**src/rtl/hazard_pkg.sv**
```systemverilog
// Shared definitions for the hazard scoreboard.
// Holds the default register index width, the producer latency type and the
// canonical latencies the decoder presents on id_lat.
package hazard_pkg;

  localparam int unsigned REG_W = 5;

  // Wide enough for the default MAX_LAT of 7.
  localparam int unsigned LAT_W = 3;
  typedef logic [LAT_W-1:0] lat_t;

  localparam lat_t LAT_ALU  = 3'd0;
  localparam lat_t LAT_LOAD = 3'd1;
  localparam lat_t LAT_MULT = 3'd3;

  localparam int unsigned BR_EXTRA_DEFAULT = 1;

endpackage

```
**src/rtl/hazard_cnt_cell.sv**
```systemverilog
// One per-register countdown of the hazard scoreboard.
// Ports:
//   clk, rst  pipeline clock, asynchronous active-high reset
//   load      the issuing instruction writes this register
//   lat       producer latency of the issuing instruction
//   cnt       current countdown value
// Every cycle the count decrements, saturating at 0. A load takes the larger of
// the decremented count and lat+BR_EXTRA, so a short write never shortens a
// pending long one (WAW).
module hazard_cnt_cell
  import hazard_pkg::*;
#(
  parameter int unsigned CNT_W    = 4,
  parameter int unsigned LAT_W    = 3,
  parameter int unsigned BR_EXTRA = BR_EXTRA_DEFAULT
) (
  input  logic             clk,
  input  logic             rst,
  input  logic             load,
  input  logic [LAT_W-1:0] lat,
  output logic [CNT_W-1:0] cnt
);

  logic [CNT_W-1:0] cnt_q, cnt_d, dec_val, ld_val;

  always_comb begin
    dec_val = (cnt_q == '0) ? '0 : cnt_q - 1'b1;
    ld_val  = CNT_W'(lat) + CNT_W'(BR_EXTRA);
    cnt_d   = dec_val;
    if (load && (ld_val > dec_val)) cnt_d = ld_val;
  end

  always_ff @(posedge clk or posedge rst) begin
    if (rst) cnt_q <= '0;
    else     cnt_q <= cnt_d;
  end

  assign cnt = cnt_q;

endmodule

```
**src/rtl/hazard_scoreboard.sv**
```systemverilog
// Load-use / multi-cycle hazard unit beside the ID stage.
// A per-register countdown records how many more cycles a dependent consumer
// must wait; the ID instruction stalls while any source it reads is still hot.
// Branches compare in ID, so they wait BR_EXTRA cycles longer than other ops.
// Ports:
//   clk, rst        pipeline clock, asynchronous active-high reset
//   id_valid        valid instruction in ID
//   id_src1/id_src2 rs / rt fields; id_src2_used qualifies rt
//   id_is_branch    ID-resolved branch (stricter threshold)
//   id_wb_en/id_dest/id_lat  destination write and its result latency
//   flush           kill the ID instruction (overrides stall, blocks the load)
//   stall           hold PC and IF/ID, bubble into ID/EX
//   stall_cycles    saturating count of stalled cycles (HAZARD_PERF_EN only)
// Build option: define HAZARD_PERF_EN to add the stall_cycles counter.
module hazard_scoreboard
  import hazard_pkg::*;
#(
  parameter int unsigned NUM_REGS = 32,
  parameter int unsigned REG_W    = hazard_pkg::REG_W,
  parameter int unsigned MAX_LAT  = 7,
  parameter int unsigned BR_EXTRA = BR_EXTRA_DEFAULT,
  parameter int unsigned CNT_W    = 4
) (
  input  logic                         clk,
  input  logic                         rst,
  input  logic                         id_valid,
  input  logic [REG_W-1:0]             id_src1,
  input  logic [REG_W-1:0]             id_src2,
  input  logic                         id_src2_used,
  input  logic                         id_is_branch,
  input  logic                         id_wb_en,
  input  logic [REG_W-1:0]             id_dest,
  input  logic [$clog2(MAX_LAT+1)-1:0] id_lat,
  input  logic                         flush,
  output logic                         stall
`ifdef HAZARD_PERF_EN
  ,
  output logic [31:0]                  stall_cycles
`endif
);

  localparam int unsigned LAT_BITS = $clog2(MAX_LAT + 1);

  logic [CNT_W-1:0] cnt [NUM_REGS];
  logic [CNT_W-1:0] cnt_s1, cnt_s2, thr;
  logic             hazard, issue;

  // r0 is hardwired zero and never a dependency.
  assign cnt[0] = '0;

  for (genvar r = 1; r < NUM_REGS; r++) begin : g_cell
    hazard_cnt_cell #(
      .CNT_W   (CNT_W),
      .LAT_W   (LAT_BITS),
      .BR_EXTRA(BR_EXTRA)
    ) u_cell (
      .clk (clk),
      .rst (rst),
      .load(issue && id_wb_en && (id_dest == REG_W'(r))),
      .lat (id_lat),
      .cnt (cnt[r])
    );
  end

  always_comb begin
    cnt_s1 = cnt[id_src1];
    cnt_s2 = cnt[id_src2];
    // Non-branch consumers pick the result up via forwarding BR_EXTRA cycles
    // earlier than a branch comparing in ID can.
    thr    = id_is_branch ? '0 : CNT_W'(BR_EXTRA);
    hazard = (cnt_s1 > thr) || (id_src2_used && (cnt_s2 > thr));
    stall  = id_valid && !flush && hazard;
    issue  = id_valid && !stall && !flush;
  end

`ifdef HAZARD_PERF_EN
  always_ff @(posedge clk or posedge rst) begin
    if (rst) begin
      stall_cycles <= '0;
    end else if (stall && (stall_cycles != '1)) begin
      stall_cycles <= stall_cycles + 32'd1;
    end
  end
`endif

  lat_legal_a: assert property (@(posedge clk) disable iff (rst)
                                id_valid |-> (id_lat <= LAT_BITS'(MAX_LAT)));

endmodule

```
**config.mk**
```make
export PLATFORM = sky130hd
export DESIGN_NAME = hazard_scoreboard
export DESIGN_NICKNAME = d
export VERILOG_FILES = /design/src/rtl/hazard_pkg.sv /design/src/rtl/hazard_cnt_cell.sv /design/src/rtl/hazard_scoreboard.sv
export SDC_FILE = /design/constraint.sdc
export NUM_CORES = 1
export LEC_CHECK = 0
export ABC_AREA = 1
export CORE_MARGIN = 1.5
export CORE_UTILIZATION = 35
export CTS_BUF_LIST = sky130_fd_sc_hd__clkbuf_4 sky130_fd_sc_hd__clkbuf_8
export CTS_CLUSTER_DIAMETER = 50
export DETAILED_ROUTE_END_ITERATION = 7
export MAX_ROUTING_LAYER = met4
export SLEW_MARGIN = 20
export SYNTH_ARGS = -nofsm -noshare
export SYNTH_HDL_FRONTEND = slang
export SYNTH_SLANG_ARGS = --single-unit
```
**constraint.sdc**
```tcl
create_clock -name clk -period 11.6 [get_ports clk]
set_input_delay 1.16 -clock clk [delete_from_list [all_inputs] [get_ports clk]]
set_output_delay 1.16 -clock clk [all_outputs]
set_load 0.005 [all_outputs]
```
==> results of run 1 <==
-- cells in the final DEF (no fill, tap or decap), types with 2 or more instances in the layout --
cell type / Yosys / routed
nor2_1: 217 / 216
clkinvlp_4: 0 / 4
clkbuf_8: 0 / 19
inv_2: 2 / 2
buf_2: 22 / 2
or2_2: 4 / 4
a21oi_1: 133 / 133
nand3_1: 101 / 101
clkbuf_4: 0 / 3
o221ai_1: 2 / 2
nor3_1: 10 / 10
o2111a_1: 21 / 21
nor4_1: 8 / 8
buf_4: 8 / 21
clkdlybuf4s50_1: 0 / 23
o22ai_1: 12 / 12
o21ai_1: 4 / 4
o211ai_1: 19 / 19
nand2_1: 484 / 484
ha_1: 127 / 126
dfrtp_1: 124 / 124
o21ai_0: 82 / 82
inv_1: 281 / 280
nand4_1: 158 / 158
bufinv_16: 0 / 4
a221oi_1: 3 / 3
-- power by group through the flow --
stage	clock network (mW)	logic [mW]	registers [mW]
6_report	0.457	1.56	0.737
4_1_cts	0.464	1.55	0.733
2_1_floorplan	0	1.21	0.686
5_1_grt	0.479	1.84	0.759
3_3_place_gp	0	1.50	0.739
3_5_place_dp	0	1.54	0.740
-- final cells by class --
| class | instances | area (um2) | share of cell area [%] |
|---|---|---|---|
| clock buffers | 22 | 284 | 2.17 |
| clock inverters | 10 | 164 | 1.25 |
| inverters | 284 | 1070 | 8.17 |
| multi-input cells | 1391 | 7520 | 57.4 |
| flip-flops and latches | 124 | 3100 | 23.7 |
| well taps | 448 | 561 | 4.28 |
| repair buffers | 46 | 398 | 3.04 |
-- cell families (layout without fill, tap and decap cells) --
group,Yosys count,count (layout),share of synthesized area [%]
fa+ha+maj,127,127,13.2
buf+inv,364,362,12.0
compound gates,280,280,13.6
xor+xnor,1,1,0.0728
flops,124,124,25.8
simple gates,983,983,35.4
-- worst register-to-register path, stage by stage (launching register included) --
cell	delay, ns
dfrtp_1	0.41
inv_1	0.09
a21oi_1	0.11
o21ai_0	0.11
nand3_1	0.12
o211ai_1	0.12
a21oi_1	0.18
a31oi_1	0.06
ha_1	0.29
or2_2	0.10
nand2_1	0.05
nor2_1	0.09
nand2_1	0.11
a21oi_4	0.20
buf_4	0.53
buf_4	0.73
nand4_1	0.30
nand2_1	0.10
-- through the flow --
step / hold slack, ns / total power [mW] / worst slack, ns
floorplan: 0.557 / 1.89 / 6.96
global placement: 0.595 / 2.23 / 5.34
detailed placement: 0.597 / 2.28 / 5.33
CTS: 0.609 / 2.75 / 5.30
global route: 0.659 / 3.07 / 5.01
finish: 0.614 / 2.76 / 5.25
-- metal layers --
layer | global-route usage (%) | vias to the layer above
li1 | - | 6240
met1 | 32.1 | 6043
met2 | 37.8 | 495
met3 | 3.28 | 76
met4 | 8.15 | 0
met5 | - | -
-- path summary, 6_finish.rpt --
check	startpoint	end	slack, ns	cells after the start
worst max-delay path	id_src2[1]	stall	5.25	18
worst min-delay path	g_cell[5].u_cell.cnt[0]	g_cell[5].u_cell.cnt[0]	0.61	3
worst max register to register	g_cell[6].u_cell.cnt[0]	g_cell[31].u_cell.cnt[3]	7.82	17
worst min register to register	g_cell[5].u_cell.cnt[0]	g_cell[5].u_cell.cnt[0]	0.61	3
max in group asynchronous	rst	g_cell[5].u_cell.cnt[1]	9.10	3
min in group asynchronous	rst	g_cell[31].u_cell.cnt[2]	1.14	2
==> metrics.txt, run 1 <==
P_sw=1.37 mW; DR WL/cell=17.6 um; Post-Synthesis Cells=1,879; CTS H-tree lvls=4; max reg flops=124; Seq pwr share=26.7%; largest net degree at the start of global routing=83; DP Wirelength=27,900 um; CP required=10.44 ns; P_int=1.39 mW; Most used DFF post-synth=dfrtp_1; first-pass GRT wire length=65,500 um; # fillers=3,577; DR vias=12.9k; boundary pin count=26; post-route minimum period=6.35 ns; total number of yosys warnings=0; CTS tree=done; CP bufs+invs=5; Yosys reg bits=124; share of post-route cells with drive strength above 1=3.57%; Initial Utilization=35.7%; Max Fanout on Critical Path=30; Iter 0 DRT Violations=1,421; P_leak=6.67 nW; clk slew on worst S/H paths=0.07 ns; power per cell area=210 nW/um2; Max-Cap Viols=0; Synth top cells by count=nand2_1, inv_1, nor2_1; DIE HEIGHT=188 um; setup_tns=0 ns; post-layout util=38.9%; Tcrit/Tclk final=54.7%; EDFF count, synth=0; fraction of power spent switching nets=49.8%; Die Wd=188 um; CP Class=in2out; post-synth design cell area=12,000 um2; Slew @ Worst Pin=0.939 ns; Achievable Freq=158 MHz; Post-layout nets=2,016; synthesized net count=2,031; Clock Latency Late Sink=0.48 ns; post_cts resized=0; Antenna Cells=0; vias in the first global route=12.0k; fin. max-slew vios=0; Tightest Hold Check Type=reg2reg; clock power share=16.6%; max layer used=met4; Final Instance Area=13,100 um2; crit path capture type=output pin; vias per inst=5.53; Setup crit start kind=input pin; VDD IR-drop max=0.0000851 V; DRT met1 WL=18,400 um; Inst Count DP=2,293; met2 routed WL=18,600 um; syn_area_per_cell=6.40 um2; Top cell by count, worst path=nand2_1; most common cell in the netlist=nand2_1; Post-Route Skew=0.0173 ns; initial antenna violation count=0; post-CTS setup buffers=0; ranking of synthesized cells by area=dfrtp_1, nand2_1, ha_1; placement-stage cell area=12,700 um2; CTS root buffer=clkbuf_8; count of different cell masters after synthesis=31; Non-Filler Instances=2,325; slowest CP cell=clkdlybuf4s50_1; Slew headroom=37.4%; RSZ-0062 raised after global routing=no; grt ovf=0; CTS Hold Buffers Added=0; # setup viols final=0; combinational share of power=56.7%; status=completed; max incr delay on CP=0.53 ns; cell class contributing the biggest share of worst-path delay=buffers and inverters; drt drc=0; die area=35,500 um2; row count=67; Num CTS Buffers=17; crit-path cells=clkdlybuf4s50_1 -> buf_4 -> inv_1 -> nor2_1 -> inv_1 -> o21ai_0 -> o22ai_1 -> nand2_1 -> a21oi_1 -> a31oi_1 -> ha_1 -> or2_2 -> nand2_1 -> nor2_1 -> nand2_1 -> a21oi_4 -> nor3_1 -> clkdlybuf4s50_1; Routed WL=40,900 um; DRT Pass-1 Iters=6; Async S/R FF share, synth=100%; Hold Vio Cnt, Final=0; CTS Buffer Depth=2; register area share after synthesis=25.8%; leading area contributor after synthesis=dfrtp_1; Core Footprint=33,700 um2; GPL Wtd Cong=0.976; top-area cell type share of the netlist area=25.8%; number of routed nets with antenna violations=0; total clock sinks=124; Area Overhead vs Synth=8.91%; Met3 Wirelength=2720 um; PortBufs=25; Worst Path Arrival=5.19 ns; GRT Total Usage=24.2%
(Power assumes the default switching activity.)
==> inputs of run 2 (changes only) <==
- clock period: 11.6 -> 5.85 ns (I/O delays scaled with it)
==> run 2 against run 1 <==
Wire length decreased by 0.29%. Combinational power increased by 99%. Non-clock buffer count increased by 3. Design area decreased by 0.52%. Hold slack got worse by 0.013 ns. Sequential power increased by 98%. Worst setup slack got worse by 4.2 ns. Count of clock-buffer cells in the layout decreased by 2. Largest power group unchanged. First-iteration DRC count decreased by 25%. Critical path type unchanged. Die area unchanged.
==> metrics.txt, run 2 (synthesis results as in run 1) <==
Worst Path Arrival=4.22 ns; P_int=2.55 mW; max incr delay on CP=0.72 ns; total clock sinks=124; most frequent cells in the layout=nand2_1, inv_1, nor2_1; Antenna Cells=0; Final Instance Area=13,000 um2; grt met2 use=37.6%; Num CTS Buffers=17; GRT Total Usage=23.9%; Hold Vio Cnt, Final=0; number of routed nets with antenna violations=0; largest net degree at the start of global routing=156; Max-Cap Viols=0; combinational share of power=59.1%; fin. max-slew vios=0; slowest CP cell=nor2_1; crit-path cells=clkdlybuf4s50_1 -> buf_4 -> nor2_1 -> a221oi_1 -> o211ai_1 -> o311ai_0 -> a31oi_1 -> ha_1 -> or2_2 -> nand2_1 -> nor2_1 -> nand2_1 -> a21oi_4 -> nor3_1 -> clkdlybuf4s50_1; crit path capture type=output pin; CTS root buffer=clkbuf_8; CTS Hold Buffers Added=0; grt ovf=0; first-pass GRT wire length=65,000 um; busiest layer in global routing=met2; PortBufs=25; row count=67; initial antenna violation count=0; vias in the first global route=12.2k; placement-stage cell area=12,700 um2; CP required=5.27 ns; Routed WL=40,800 um; post-layout util=38.7%; Tightest Hold Check Type=in2async; die area=35,500 um2; drt drc=0; clock power share=13.1%; area occupied by multi-input gates=7520 um2; CTS tree=done; Core Footprint=33,700 um2; post-route minimum period=4.80 ns; leading cell type in the layout, fill and taps excluded=nand2_1; met3 usage=3.24%; Setup crit start kind=input pin; Clock Latency Late Sink=0.47 ns; Post-Route Skew=0.0145 ns; Die Wd=188 um; status=completed; Tcrit/Tclk final=82.1%; CTS H-tree lvls=4; hold slack=0.602 ns; RSZ-0062 raised after global routing=no; Register Area=3100 um2; DIE HEIGHT=188 um; GPL Wtd Cong=0.955; VDD IR-drop max=0.000150 V; Initial Utilization=35.7%; P_sw=2.69 mW; Max Fanout on Critical Path=29; boundary pin count=26; Iter 0 DRT Violations=1,062; Total Power=5.24 mW; power per cell area=402 nW/um2; Slew @ Worst Pin=0.933 ns; clk slew on worst S/H paths=0.08 ns; post_cts resized=0; fraction of power spent switching nets=51.3%; Achievable Freq=208 MHz; P_leak=6.65 nW; vias per inst=5.49; # setup viols final=0; Post-layout nets=2,019; Area Overhead vs Synth=8.35%; DR vias=12.8k; # fillers=3,624; DP Wirelength=27,900 um; post-CTS setup buffers=0; GR met1 Demand/Resource=31.2%; Seq pwr share=27.8%; DRT Pass-1 Iters=5; max reg flops=124; share of post-route cells with drive strength above 1=3.72%; DR WL/cell=17.5 um; CTS Buffer Depth=2; Slew headroom=37.8%; CP Class=in2out; setup_tns=0 ns
-- run 2: path summary, 6_finish.rpt --
| path | end | start | cells past startpoint | slack (ns) |
|---|---|---|---|---|
| setup reg to reg | g_cell[16].u_cell.cnt[0] | g_cell[26].u_cell.cnt[0] | 15 | 2.60 |
| max in group asynchronous | g_cell[1].u_cell.cnt[2] | rst | 3 | 4.02 |
| min in group clk | g_cell[25].u_cell.cnt[0] | g_cell[25].u_cell.cnt[0] | 3 | 0.62 |
| setup / recovery | stall | id_src2[1] | 15 | 1.05 |
| hold reg to reg | g_cell[25].u_cell.cnt[0] | g_cell[25].u_cell.cnt[0] | 3 | 0.62 |
| hold / removal | g_cell[28].u_cell.cnt[3] | rst | 2 | 0.60 |
-- run 2: critical path: cells and delay by family --
kind	cells	cell delay (ns)
AND/OR/NAND/NOR	6	1.37
buffers and inverters	3	1.24
AO/OA/AOI/OAI	5	0.76
adder cells (fa/ha/maj)	1	0.24
-- run 2: metal layers --
layer | wire length, um | share of wire, % | vias up
met5 | 0 | 0 | -
met4 | 1280 | 3.1 | 0
met3 | 2620 | 6.4 | 85
met2 | 18600 | 46 | 456
met1 | 18300 | 45 | 5982
li1 | - | - | 6249
-- run 2: stage by stage --
stage          worst slack, ns  instances
2_1_floorplan             1.97       1879
3_3_place_gp              1.20       2296
3_5_place_dp              1.15       2296
4_1_cts                   1.12       2328
5_1_grt                  0.858       2328
6_report                  1.05       2328
-- run 2: power by group through the flow --
stage,Clock (mW),Sequential (mW),Combinational (mW)
2_1_floorplan,0,1.36,2.39
3_3_place_gp,0,1.46,2.97
3_5_place_dp,0,1.46,3.07
4_1_cts,0.693,1.45,3.09
5_1_grt,0.732,1.49,3.61
6_report,0.686,1.46,3.10
-- run 2: layout make-up --
type / count / share of cell area (%)
well taps: 448 / 4.30
inverters: 284 / 8.22
repair buffers: 49 / 3.42
flip-flops and latches: 124 / 23.8
multi-input cells: 1391 / 57.7
clock inverters: 12 / 0.585
clock buffers: 20 / 1.97
==> patch 1: new RTL, flow settings as in run 2 <==
Set the parameter `MAX_LAT` to 8 (it was 7). Comments in the files are not updated.
--- a/src/rtl/hazard_scoreboard.sv
+++ b/src/rtl/hazard_scoreboard.sv
@@ -19,3 +19,3 @@
   parameter int unsigned REG_W    = hazard_pkg::REG_W,
-  parameter int unsigned MAX_LAT  = 7,
+  parameter int unsigned MAX_LAT  = 8,
   parameter int unsigned BR_EXTRA = BR_EXTRA_DEFAULT,
Ports: changed (resized id_lat); port bits go from 26 to 27. No check against the original RTL was run, so the function may have changed too.
==> patch 1 against run 2 <==
  * Setup slack improved by 0.30 ns
  * Wire length decreased by 4.8%
  * Count of clock-buffer cells in the layout increased by 2
  * Register-to-register slack improved by 0.18 ns
  * Clock power increased by 16%
  * Synthesized cell count decreased by 3.5%
  * Maximum frequency increased by 6.8%
  * Cell area decreased by 1.4%
  * Synthesized area decreased by 2.1%
  * Largest power group unchanged
  * Critical path type unchanged
  * Sequential cell count unchanged
  * Total power decreased by 2.5%
  * Combinational power decreased by 6%
==> patch 1: results (changes against run 2) <==
INFO  metric critical-path-max-stage-delay = 0.77 ns (+0.05 ns)
INFO  metric startpoint = id_src2[0]
INFO  metric reg2reg_from = g_cell[9].u_cell.cnt[0]$_DFF_PP0_
INFO  metric multi_input_area = 7209 um2 (-4.2%)
INFO  metric placement.setup.worst_slack = 1.370 ns (+0.2243 ns)
INFO  metric number_of_global_route_vias_before_repair = 11751 (-3.5%)
INFO  metric rr_worst_depth = 16 (+1)
INFO  metric crit_fanout = 12 (-59%)
INFO  metric dpl.hpwl = 27190 um (-2.7%)
INFO  metric top_post_synthesis_cells_by_area = dfrtp_1 (26%), nand2_1 (14%), ha_1 (13%)
INFO  metric timing_worst_slew_pin_value = 1.002 ns (+0.06863 ns)
INFO  metric clock_latency = 0.49 ns (+0.02 ns)
INFO  metric detail_route.vias_per_cell = 5.418 (-1.2%)
INFO  metric rr_endpoint = g_cell[24].u_cell.cnt[2]$_DFF_PP0_
INFO  metric n_clock_buffer = 22 (+10%)
INFO  metric portBuffers = 26 (+4.0%)
INFO  metric final_layout_size_suffix_gt1_share = 3.410% (-0.31 points)
INFO  metric drtIter0Drc = 955 (-10%)
INFO  metric detail_route.wirelength = 38850 um (-4.8%)
INFO  metric p_leak = 0.006548 uW (-1.6%)
INFO  metric worstPathArrival = 3.91 ns (-0.31 ns)
INFO  metric post-route-period-util = 76.90% (-5.2 points)
INFO  metric finClkSkew = 0.01820 ns (+0.003663 ns)
INFO  metric clock_area_share = 2.978% (+0.43 points)
INFO  metric multi_input_cells = 1312 (-5.7%)
INFO  metric synth_sequential_area_ratio = 26.33% (+0.54 points)
INFO  metric reg2reg_setup_slack = 2.78 ns (+0.18 ns)
INFO  metric netlist_instances = 1814 (-3.5%)
INFO  metric ys_top_cells_by_count = nand2_1 (436), inv_1 (302), nor2_1 (188)
INFO  metric nNonClkBuffers = 46 (-6.1%)
INFO  metric layout.filler_cells = 3659 (+0.97%)
INFO  metric layout.non_clock_inverters = 306 (+7.7%)
INFO  metric crit_path_max_delay_cell_type = clkdlybuf4s50_1
INFO  metric outcome = completed
INFO  metric synth_fp_nets = 1967 (-3.2%)
INFO  metric netlist-cell-type-count = 36 (+16%)
INFO  metric grt_pass1_wl = 62470 um (-3.9%)
INFO  metric critPathTopFamily = buffers and inverters
-- patch 1: cell count changes in the layout (fill, tap and decap cells not counted), sizes merged, moves of 3 or more --
| cell | run 2 | this run |
|---|---|---|
| nand2 | 484 | 437 |
| nor3 | 10 | 3 |
| o211ai | 19 | 8 |
| o2111a | 21 | 24 |
| clkinv | 11 | 7 |
| buf | 26 | 21 |
| a21oi | 134 | 149 |
| nor2 | 217 | 188 |
| nor4 | 8 | 5 |
| or2 | 4 | 1 |
| inv | 283 | 304 |
-- patch 1: cells by family after synthesis --
| family | after synthesis | synth area share [%] |
|---|---|---|
| simple gates | 897 | 33.26 |
| flops | 124 | 26.33 |
| compound gates | 286 | 14.01 |
| buf+inv | 378 | 12.77 |
| xor+xnor | 2 | 0.1487 |
| fa+ha+maj | 127 | 13.48 |
-- patch 1: per-stage QoR --
stage / instance area (um2) / hold WS (ns) / utilization (%)
after floorplan: 11780 / 0.5527 / -
after CTS: 12850 / 0.6149 / 38.53
final: 12850 / 0.6093 / 38.53
after global placement: 12470 / 0.5865 / 37.38
after detailed placement: 12470 / 0.5963 / 37.38
after global routing: 12850 / 0.6416 / 38.53
-- patch 1: power by group --
| group | switching [uW] | leakage (uW) | internal, uW |
|---|---|---|---|
| logic | 1900 | 0.00473 | 1010 |
| registers | 269 | 0.00161 | 1140 |
| clock network | 380 | 0.000201 | 413 |
| total | 2550 | 0.00655 | 2560 |
-- patch 1: routing by layer --
layer | track usage (%) | share of wire (%) | vias to the layer above
met1 | 29.19 | 44 | 5803
li1 | - | - | 6030
met5 | - | 0 | -
met2 | 37.37 | 46 | 360
met3 | 3.329 | 5.4 | 85
met4 | 9.895 | 3.8 | 0
==> patch 2: new RTL, config.mk and constraints of run 2 <==
Made on the original files. Add a define of `HAZARD_PERF_EN`.
--- a/src/rtl/hazard_scoreboard.sv
+++ b/src/rtl/hazard_scoreboard.sv
@@ -14,2 +14,4 @@
 // Build option: define HAZARD_PERF_EN to add the stall_cycles counter.
+`define HAZARD_PERF_EN
+
 module hazard_scoreboard
New outputs: stall_cycles. Check against the original RTL: not settled (the Yosys comparison gave no result); the edit may change what the design does.
==> patch 2 against run 2 <==
  * Total power is 11% higher
  * Setup slack worse by 0.11 ns
  * Count of clock-buffer cells in the layout is 3 lower
  * Via count is 13% higher
  * Clock skew is 0.011 ns higher
  * Synthesized area is 14% higher
  * Non-clock buffer count is 30 higher
  * Combinational power is 5% higher
  * Wire length is 14% higher
  * Cell area is 17% higher
  * Clock power is 23% higher
  * Sequential cell count is 32 higher
  * Sequential power is 17% higher
  * Critical path type unchanged
  * Largest power group unchanged
  * Highest routed layer unchanged
==> patch 2: results (changes against run 2) <==
INFO  metric outcome = completed
INFO  metric layout_setup_ws = 0.9324 ns (-0.1145 ns)
INFO  metric gpl.final_weighted_congestion = 0.9646 (+1.0%)
INFO  metric drtPass1Iterations = 6 (+1)
INFO  metric ys_top_cells_by_count = nand2_1 (545), inv_1 (300), nor2_1 (241)
INFO  metric placement.setup.worst_slack = 0.9547 ns (-0.1913 ns)
INFO  metric layout.filler_cells = 4102 (+13%)
INFO  metric reg2reg_from = g_cell[30].u_cell.cnt[0]$_DFF_PP0_
INFO  metric rr_worst_depth = 16 (+1)
INFO  metric dr_wl_met2 = 20370 um (+9.4%)
INFO  metric crit_fanout = 14 (-52%)
INFO  metric report.power.total = 5803 uW (+11%)
INFO  metric clkTransAtPathRegs = 0.10 ns (+0.02 ns)
INFO  metric hold_class = reg -> reg
INFO  metric number_of_global_route_vias_before_repair = 13616 (+12%)
INFO  metric finClkSkew = 0.02551 ns (+0.01098 ns)
INFO  metric hold-worst-slack = 0.5292 ns (-0.07230 ns)
INFO  metric drtIter0Drc = 1265 (+19%)
INFO  metric layout.nets = 2253 (+12%)
INFO  metric portBuffers = 57 (+130%)
INFO  metric global_route.usage.met2 = 36.62% (-0.96 points)
INFO  metric synth_fp_nets = 2232 (+9.9%)
INFO  metric met3_wirelength_from_detailed_routing = 3072 um (+17%)
INFO  metric wl_met1 = 21820 um (+19%)
INFO  metric critical-path-max-stage-delay = 0.93 ns (+0.21 ns)
INFO  metric detail_route.vias_per_cell = 5.479 (-0.14%)
INFO  metric grt.met3_usage = 3.847% (+0.61 points)
INFO  metric grt_pass1_wl = 74740 um (+15%)
INFO  metric clock_power_share = 14.5% (+1.4 points)
INFO  metric p_comb_share = 56.1% (-3.0 points)
INFO  metric top_post_synthesis_cells_by_area = dfrtp_1 (29%), nand2_1 (15%), ha_1 (12%)
INFO  metric worstPathArrival = 4.33 ns (+0.11 ns)
INFO  metric dpl.hpwl = 33000 um (+18%)
INFO  metric timing_worst_slew_pin_value = 1.018 ns (+0.08446 ns)
INFO  metric reg2reg_setup_slack = 2.66 ns (+0.06 ns)
INFO  metric track_usage = 24.04% (+0.17 points)
INFO  metric routed_wire_length_per_instance = 17.60 um (+0.44%)
## patch 2: logic make-up (layout without fill, tap and decap cells)
logic type | after synthesis | in the layout | synth area share [%]
and+or+nand+nor | 1110 | 1110 | 35.41
buffers and inverters | 381 | 415 | 10.88
AOI/OAI and AO/OA | 273 | 273 | 11.51
DFF | 156 | 156 | 28.52
adders and majority gates | 128 | 128 | 11.70
xor gates and xnor gates | 31 | 31 | 1.984
## patch 2: layout make-up
type / count / area [um2] / area share [%]
Clock inverter: 15 / 143.9 / 0.9469
Timing Repair Buffer: 79 / 780.7 / 5.138
Multi-Input combinational cell: 1542 / 8339 / 54.88
Tap cell: 518 / 648.1 / 4.265
Clock buffer: 17 / 234.0 / 1.540
Sequential cell: 156 / 3904 / 25.69
Inverter: 304 / 1146 / 7.542
## patch 2: metrics by stage
stage | instances | area, um2
global placement | 2599 | 14820
detailed placement | 2599 | 14820
floorplan | 2079 | 13690
finish | 2631 | 15200
CTS | 2631 | 15200
global route | 2631 | 15200
